<file path="src/rtl/skid_pkg.sv">
// -----------------------------------------------------------------------------
// skid_pkg
//   Shared definitions for the elastic skid buffer.
//   - state_e : control state of the two-entry slice. The encoding is chosen so
//               that the state value equals the number of held entries, which
//               lets occupancy be read straight from the state register.
//   - OCC_W   : width of the occupancy output.
// -----------------------------------------------------------------------------
package skid_pkg;

    localparam int OCC_W = 2;

    typedef enum logic [1:0] {
        EMPTY = 2'd0,   // nothing held
        BUSY  = 2'd1,   // main register valid
        FULL  = 2'd2    // main and skid registers valid
    } state_e;

endpackage : skid_pkg

</file>
<file path="src/rtl/data_reg_en.sv">
// -----------------------------------------------------------------------------
// data_reg_en
//   Width-parameterised data register with load enable and asynchronous
//   active-low reset to zero. The register only toggles when en_i is high.
//
//   Ports:
//     clk_i     in   clock, rising edge
//     reset_ni  in   asynchronous active-low reset (clears q_o)
//     en_i      in   load enable
//     d_i       in   Width  data to load
//     q_o       out  Width  registered data
// -----------------------------------------------------------------------------
module data_reg_en #(
    parameter int Width = 8
) (
    input  logic             clk_i,
    input  logic             reset_ni,
    input  logic             en_i,
    input  logic [Width-1:0] d_i,
    output logic [Width-1:0] q_o
);

    logic [Width-1:0] r_q;

    always_ff @(posedge clk_i or negedge reset_ni) begin
        if (!reset_ni) begin
            r_q <= '0;
        end else if (en_i) begin
            r_q <= d_i;
        end
    end

    assign q_o = r_q;

endmodule : data_reg_en

</file>
<file path="src/rtl/elastic_skid_buffer.sv">
// -----------------------------------------------------------------------------
// elastic_skid_buffer
//   Two-entry valid/ready register slice. Breaks both the forward valid/data
//   path and the backward ready path between producer and consumer while
//   sustaining one transfer per cycle.
//
//   Ports:
//     clk_i        in   clock, rising edge
//     reset_ni     in   asynchronous active-low reset
//     valid_i      in   upstream has data on data_i
//     ready_o      out  slice can accept (registered)
//     data_i       in   Width  upstream payload
//     valid_o      out  slice presents data on data_o
//     ready_i      in   downstream accepts
//     data_o       out  Width  downstream payload (main register)
//     occupancy_o  out  2      held entries: 0, 1 or 2
// -----------------------------------------------------------------------------
module elastic_skid_buffer
    import skid_pkg::*;
#(
    parameter int Width = 8
) (
    input  logic             clk_i,
    input  logic             reset_ni,
    input  logic             valid_i,
    output logic             ready_o,
    input  logic [Width-1:0] data_i,
    output logic             valid_o,
    input  logic             ready_i,
    output logic [Width-1:0] data_o,
    output logic [OCC_W-1:0] occupancy_o
);

    state_e           r_state;
    state_e           w_state_nxt;
    logic             r_ready;
    logic             w_in;
    logic             w_out;
    logic             w_main_ld;
    logic             w_skid_ld;
    logic [Width-1:0] w_main_d;
    logic [Width-1:0] w_main_q;
    logic [Width-1:0] w_skid_q;

    // r_ready is registered, so acceptance never depends combinationally on
    // ready_i; valid_i offered while r_ready is low is simply ignored.
    assign w_in  = valid_i & r_ready;
    assign w_out = valid_o & ready_i;

    always_comb begin
        w_state_nxt = r_state;
        w_main_ld   = 1'b0;
        w_skid_ld   = 1'b0;
        w_main_d    = data_i;
        case (r_state)
            EMPTY: begin
                if (w_in) begin
                    w_main_ld   = 1'b1;
                    w_state_nxt = BUSY;
                end
            end
            BUSY: begin
                if (w_in && w_out) begin
                    w_main_ld = 1'b1;               // streaming
                end else if (w_in) begin
                    w_skid_ld   = 1'b1;             // consumer stalled: park beat
                    w_state_nxt = FULL;
                end else if (w_out) begin
                    w_state_nxt = EMPTY;            // main keeps stale value
                end
            end
            FULL: begin
                // No input can arrive here because r_ready is low.
                if (w_out) begin
                    w_main_ld   = 1'b1;
                    w_main_d    = w_skid_q;
                    w_state_nxt = BUSY;
                end
            end
            default: begin
                w_state_nxt = EMPTY;                // unreachable encoding
            end
        endcase
    end

    // ready is low during reset and rises at the first edge afterwards, since
    // the next state out of reset is EMPTY.
    always_ff @(posedge clk_i or negedge reset_ni) begin
        if (!reset_ni) begin
            r_state <= EMPTY;
            r_ready <= 1'b0;
        end else begin
            r_state <= w_state_nxt;
            r_ready <= (w_state_nxt != FULL);
        end
    end

    data_reg_en #(.Width(Width)) u_main (
        .clk_i    (clk_i),
        .reset_ni (reset_ni),
        .en_i     (w_main_ld),
        .d_i      (w_main_d),
        .q_o      (w_main_q)
    );

    data_reg_en #(.Width(Width)) u_skid (
        .clk_i    (clk_i),
        .reset_ni (reset_ni),
        .en_i     (w_skid_ld),
        .d_i      (data_i),
        .q_o      (w_skid_q)
    );

    assign ready_o     = r_ready;
    assign valid_o     = (r_state != EMPTY);
    assign data_o      = w_main_q;
    // State encoding equals the entry count.
    assign occupancy_o = r_state;

endmodule : elastic_skid_buffer

</file>
<file path="config.mk">
export PLATFORM = sky130hd
export DESIGN_NAME = elastic_skid_buffer
export DESIGN_NICKNAME = d
export VERILOG_FILES = /design/src/rtl/skid_pkg.sv /design/src/rtl/data_reg_en.sv /design/src/rtl/elastic_skid_buffer.sv
export SDC_FILE = /design/constraint.sdc
export NUM_CORES = 1
export LEC_CHECK = 0
export CAP_MARGIN = 20
export CORE_UTILIZATION = 50
export CTS_CLUSTER_DIAMETER = 80
export DETAILED_ROUTE_END_ITERATION = 8
export PLACE_DENSITY_LB_ADDON = 0.15
export SLEW_MARGIN = 20
export SYNTH_ARGS = -nofsm -noshare
export SYNTH_HDL_FRONTEND = slang
export SYNTH_HIERARCHICAL = 1
export SYNTH_SLANG_ARGS = --single-unit
</file>
<file path="constraint.sdc">
create_clock -name clk_i -period 4.6 [get_ports clk_i]
set_input_delay 0.46 -clock clk_i [delete_from_list [all_inputs] [get_ports clk_i]]
set_output_delay 0.46 -clock clk_i [all_outputs]
set_load 0.005 [all_outputs]
</file>
== Word-level counts from Yosys, hierarchy flattened ==
Index checks and enable logic that the tools add are counted.
Word-level totals
  bits in registers: 19
Cells by class
  muxes and demuxes: 14
  bitwise logic cells: 2
  reductions and logical operators: 3
  equal/unequal tests: 3
Operators by type and width (number)
  2-to-1 mux 8 bit: 2
  2-to-1 mux 2 bit: 5
  one-hot mux 2 bit (3 select lines): 1
  2-to-1 mux 1 bit: 5
  one-hot mux 1 bit (3 select lines): 1
  AND 1 bit: 2
  == test 2 x 1 -> 1 bit (second input constant): 1
  == test 2 bit (second input constant): 1
  logical NOT 2 bit: 1
  != test 2 bit (second input constant): 1
  nonzero test 2 bit: 1
  logical AND 1 bit: 1

== Longest topological paths before layout ==
  depth in word-level cells: 7
  depth in mapped cells: 5
  mapped depth without buffers: 4

== Cells and area by module ==
The synthesis kept the hierarchy.
By module, submodules not included
  data_reg_en: instances 2, cells an instance 17, sequential area each 200.2 um2, area each 331.6 um2
  elastic_skid_buffer: instances 1, cells an instance 26, sequential area each 75.1 um2, area each 269.0 um2

== Least setup slack after synthesis ==
No wires, ideal clock.
  path kind: register -> register
  from: register r_state[1] (netlist: occupancy_o[1])
  to: register u_main.r_q[0] (netlist: u_main/q_o[0])
  stages on the path, launching flop included: 6
  slack: 3056 ps
  buffers on the path: 1
  data arrival time: 1419 ps
  clock period less this slack: 1544 ps
  data required time: 4475 ps
  path through: dfrtp_1 -> or2_2 -> o21a_1 -> nand2_1 -> buf_6 -> mux2_4
On the way
  word-level cells in the longest chain between the ends: 5
  elaborated cells on any way between the ends: 11
  classes of those cells: 2 x eq/ne; 5 x mux; 1 x bitwise; 3 x reduce/logical
RTL lines
  start: declaration: RTL line elastic_skid_buffer.sv:34  | state_e r_state;
  start signal: assignment: RTL line elastic_skid_buffer.sv:93  | r_state <= w_state_nxt;
  nonzero test 2 bit (*): RTL line elastic_skid_buffer.sv:115  | assign valid_o = (r_state != EMPTY);
  net valid_o: RTL line elastic_skid_buffer.sv:28  | output logic valid_o,
  AND 1 bit (*): RTL line elastic_skid_buffer.sv:48  | assign w_out = valid_o & ready_i;
  logical AND 1 bit: RTL line elastic_skid_buffer.sv:63  | if (w_in && w_out) begin
  2-to-1 mux 1 bit: RTL line elastic_skid_buffer.sv:63
  one-hot mux 1 bit (3 select lines) (*): RTL line elastic_skid_buffer.sv:55  | case (r_state)
  net w_main_ld: RTL line elastic_skid_buffer.sv:39  | logic w_main_ld;
  end signal: assignment: RTL line data_reg_en.sv:29  | r_q <= d_i;
  end: declaration: RTL line data_reg_en.sv:23  | logic [Width-1:0] r_q;
The timed path passes the listed nets; every way through them passes the cells marked *.
A chain may end at the register's enable or synchronous reset.

== Worst setup path after layout ==
  from: register r_state[1] (netlist: occupancy_o[1])
  to: output valid_o
On the way
  word-level cells in the longest chain between the ends: 1
RTL lines (RTL line)
  nonzero test 2 bit: elastic_skid_buffer.sv:115
  end: declaration: elastic_skid_buffer.sv:28
No other way between the ends.

==> qor.txt <==
Routed WL per cell - 13.51 um
drt first pass iters - 2
Syn Nets - 72
max_cap viols - 0
Placed Cells - 106
Non-Filler Cell Area, Final - 1197 sq um
worst-margin pin slew - 0.8270 ns
RSZ-0062 raised after global routing - false
initial antenna violation count - 0
drt via density - 4.900
Synth Flop Type - dfrtp_1
H-Tree Depth - 1
fin nets - 98
Placement Cell Area - 1171 sq um
synth-to-layout area growth - 28.46%
r2r worst-path depth - 4
Tmin final - 1.987 ns
clk slew on worst S/H paths - 0.10 ns
Vias - 539
VDD IR max - 0.3464 mV
fmax - 0.5033 GHz
overall overflow remaining after global route - 0
reg-to-reg setup timing slack - 2.81 ns
chip height - 45.18 um
Synth top area share - 0.5101
CP max stage delay - 0.47 ns
WL final - 1.486 mm
post-detail-place hpwl - 1.061 mm
Post-CTS Setup Bufs - 0
hold path endpoint - u_skid/q_o[4]
cell taking the most area after synthesis - dfrtp_1
Initial Util - 0.5341
Worst path top cell family by delay - flip-flops
Worst Path Arrival - 1.53 ns
Ys Warns - 6
Setup violations, final - 0
hold_buf cts - 0
Rows - 15
DR DRC count - 0
mean area per synthesized cell - 15.54 sq um
skew final - 0.007539 ns
FF+latch count, synth - 19
Post-synth EDFFs - 0
core area - 1745 sq um
Synth Instances - 60
clock root buffer - clkbuf_4
ranking of synthesized cells by area - dfrtp_1, mux2_4, mux2_2
share of post-route cells with drive strength above 1 - 0.3529
PostCTS Resize Cnt - 0
number of global-route vias before repair - 542
Final period util - 0.4320
pin count of the biggest net entering global routing - 20
Cell Chain, Critical Path - or2_2 -> clkdlybuf4s50_1
first-pass GRT wire length - 2.415 mm
sequential-to-total area share from yosys stat - 0.5101
Async SR Flop Fraction - 1.000
hold depth - 1
crit end category - primary output
outcome - finished clean
detailed router's first-iteration violation count - 5
slowest CP cell - dfrtp_1
critical path class - register to primary output
CTS tree - done
Routed Antenna Nets - 0
Max clock buf depth - 2
# IOs - 24
Cell Area, Synth - 932.1 sq um
Post-synth top cells - dfrtp_1, mux2_4, mux2_2
CTS sink cnt - 19
Fin. Hold Viols - 0
gp weighted congestion - 0.7512
CP max FO - 6
total CTS buffers - 3
RR Startpoint - occupancy_o[1]
I/O Buffers - 23
Buf/Inv on CP - 1
leakage power total - 0.0005497 uW
Die X - 45.18 um
Fin Setup TNS - 0 ns
Pwr Density - 586.5 nW/um^2
clk_lat worst skew - 0.29 ns
HP Start - u_skid/q_o[4]
overall global routing resource usage - 0.1682
Reg-to-Reg End - u_main/q_o[3]
Worst Hold Class - register to register
Post-Layout Cell Count - 110
Slew Viols, Final - 0
ant diodes - 0
crit path launch type - register
full die area - 2041 sq um
Cell variety after synth - 14
CP required - 4.14 ns
most common cell in the netlist - dfrtp_1
Relative slew margins - 0.4469
-- worst register-to-register path, stage by stage, from the launching register on --
cell and delay [ns]:
dfrtp_1 0.47, or2_2 0.31, o21a_1 0.18, nand2_1 0.37, mux2_4 0.34
-- registers in the layout, summed over array words and instances (netlist names) --
signal,cells
u_skid/q_o,8
u_main/q_o,8
ready_o,1
occupancy_o,2
-- kinds of logic (layout without fill, tap and decap cells) --
| group | count (synthesis) | count (layout) | share of synthesized area |
|---|---|---|---|
| buffers and inverters | 3 | 28 | 0.02818 |
| AOI/OAI and AO/OA | 4 | 4 | 0.02684 |
| DFF | 19 | 19 | 0.5101 |
| muxes | 25 | 25 | 0.3651 |
| and+or+nand+nor | 9 | 9 | 0.06981 |
-- how the worst max path moves through the flow --
stage                         from             to  slack, ns  cells past startpoint
floorplan           occupancy_o[1]  u_main/q_o[0]       3.06                      5
global placement           ready_i  u_main/q_o[3]       2.39                      5
detailed placement         ready_i  u_main/q_o[7]       2.35                      5
CTS                 occupancy_o[1]        valid_o       2.60                      2
global route        occupancy_o[1]        valid_o       2.57                      2
finish              occupancy_o[1]        valid_o       2.61                      2
-- through the flow --
stage	total power, uW	hold WS [ns]	util	setup WS (ns)
4_1_cts	710.3	0.5215	0.6860	2.600
3_5_place_dp	624.4	0.4911	0.6710	2.350
2_1_floorplan	493.7	0.1644	-	3.056
5_1_grt	745.4	0.5247	0.6860	2.570
3_3_place_gp	621.1	0.4934	0.6710	2.390
6_report	702.3	0.5146	0.6860	2.613
-- power breakdown --
group / internal (uW) / switching, uW / leakage, uW
combinational: 233 / 87.9 / 0.000311
clock: 33.8 / 48.7 / 0.0000150
sequential: 248 / 50.7 / 0.000224
total: 515 / 187 / 0.000550
-- metal layers --
layer	GRT usage	up-vias	part of all wire
met5	0	-	0
met2	0.2464	20	0.43
met1	0.2397	257	0.49
met3	0.06000	0	0.071
met4	0.03636	0	0
li1	-	262	-
-- layout by cell type, fill, tap and decap left out, drive strengths merged --
cell	instances
nand3b	1
or2	1
clkbuf	4
nand2	4
mux2i	1
inv	1
clkdlybuf4s50	23
mux2	24
dfrtp	19
o21a	2
and2b	1
nand2b	1
o21ai	2
and3b	1
-- cell type report --
type,count,area [sq um]
clock buffers,4,26.28
repair buffers,23,230.2
inverters,1,3.754
multi-input cells,38,430.4
well taps,25,31.28
fillers,136,548.0
flip-flops and latches,19,475.5
No activity file was read; power rests on OpenSTA's default activity.
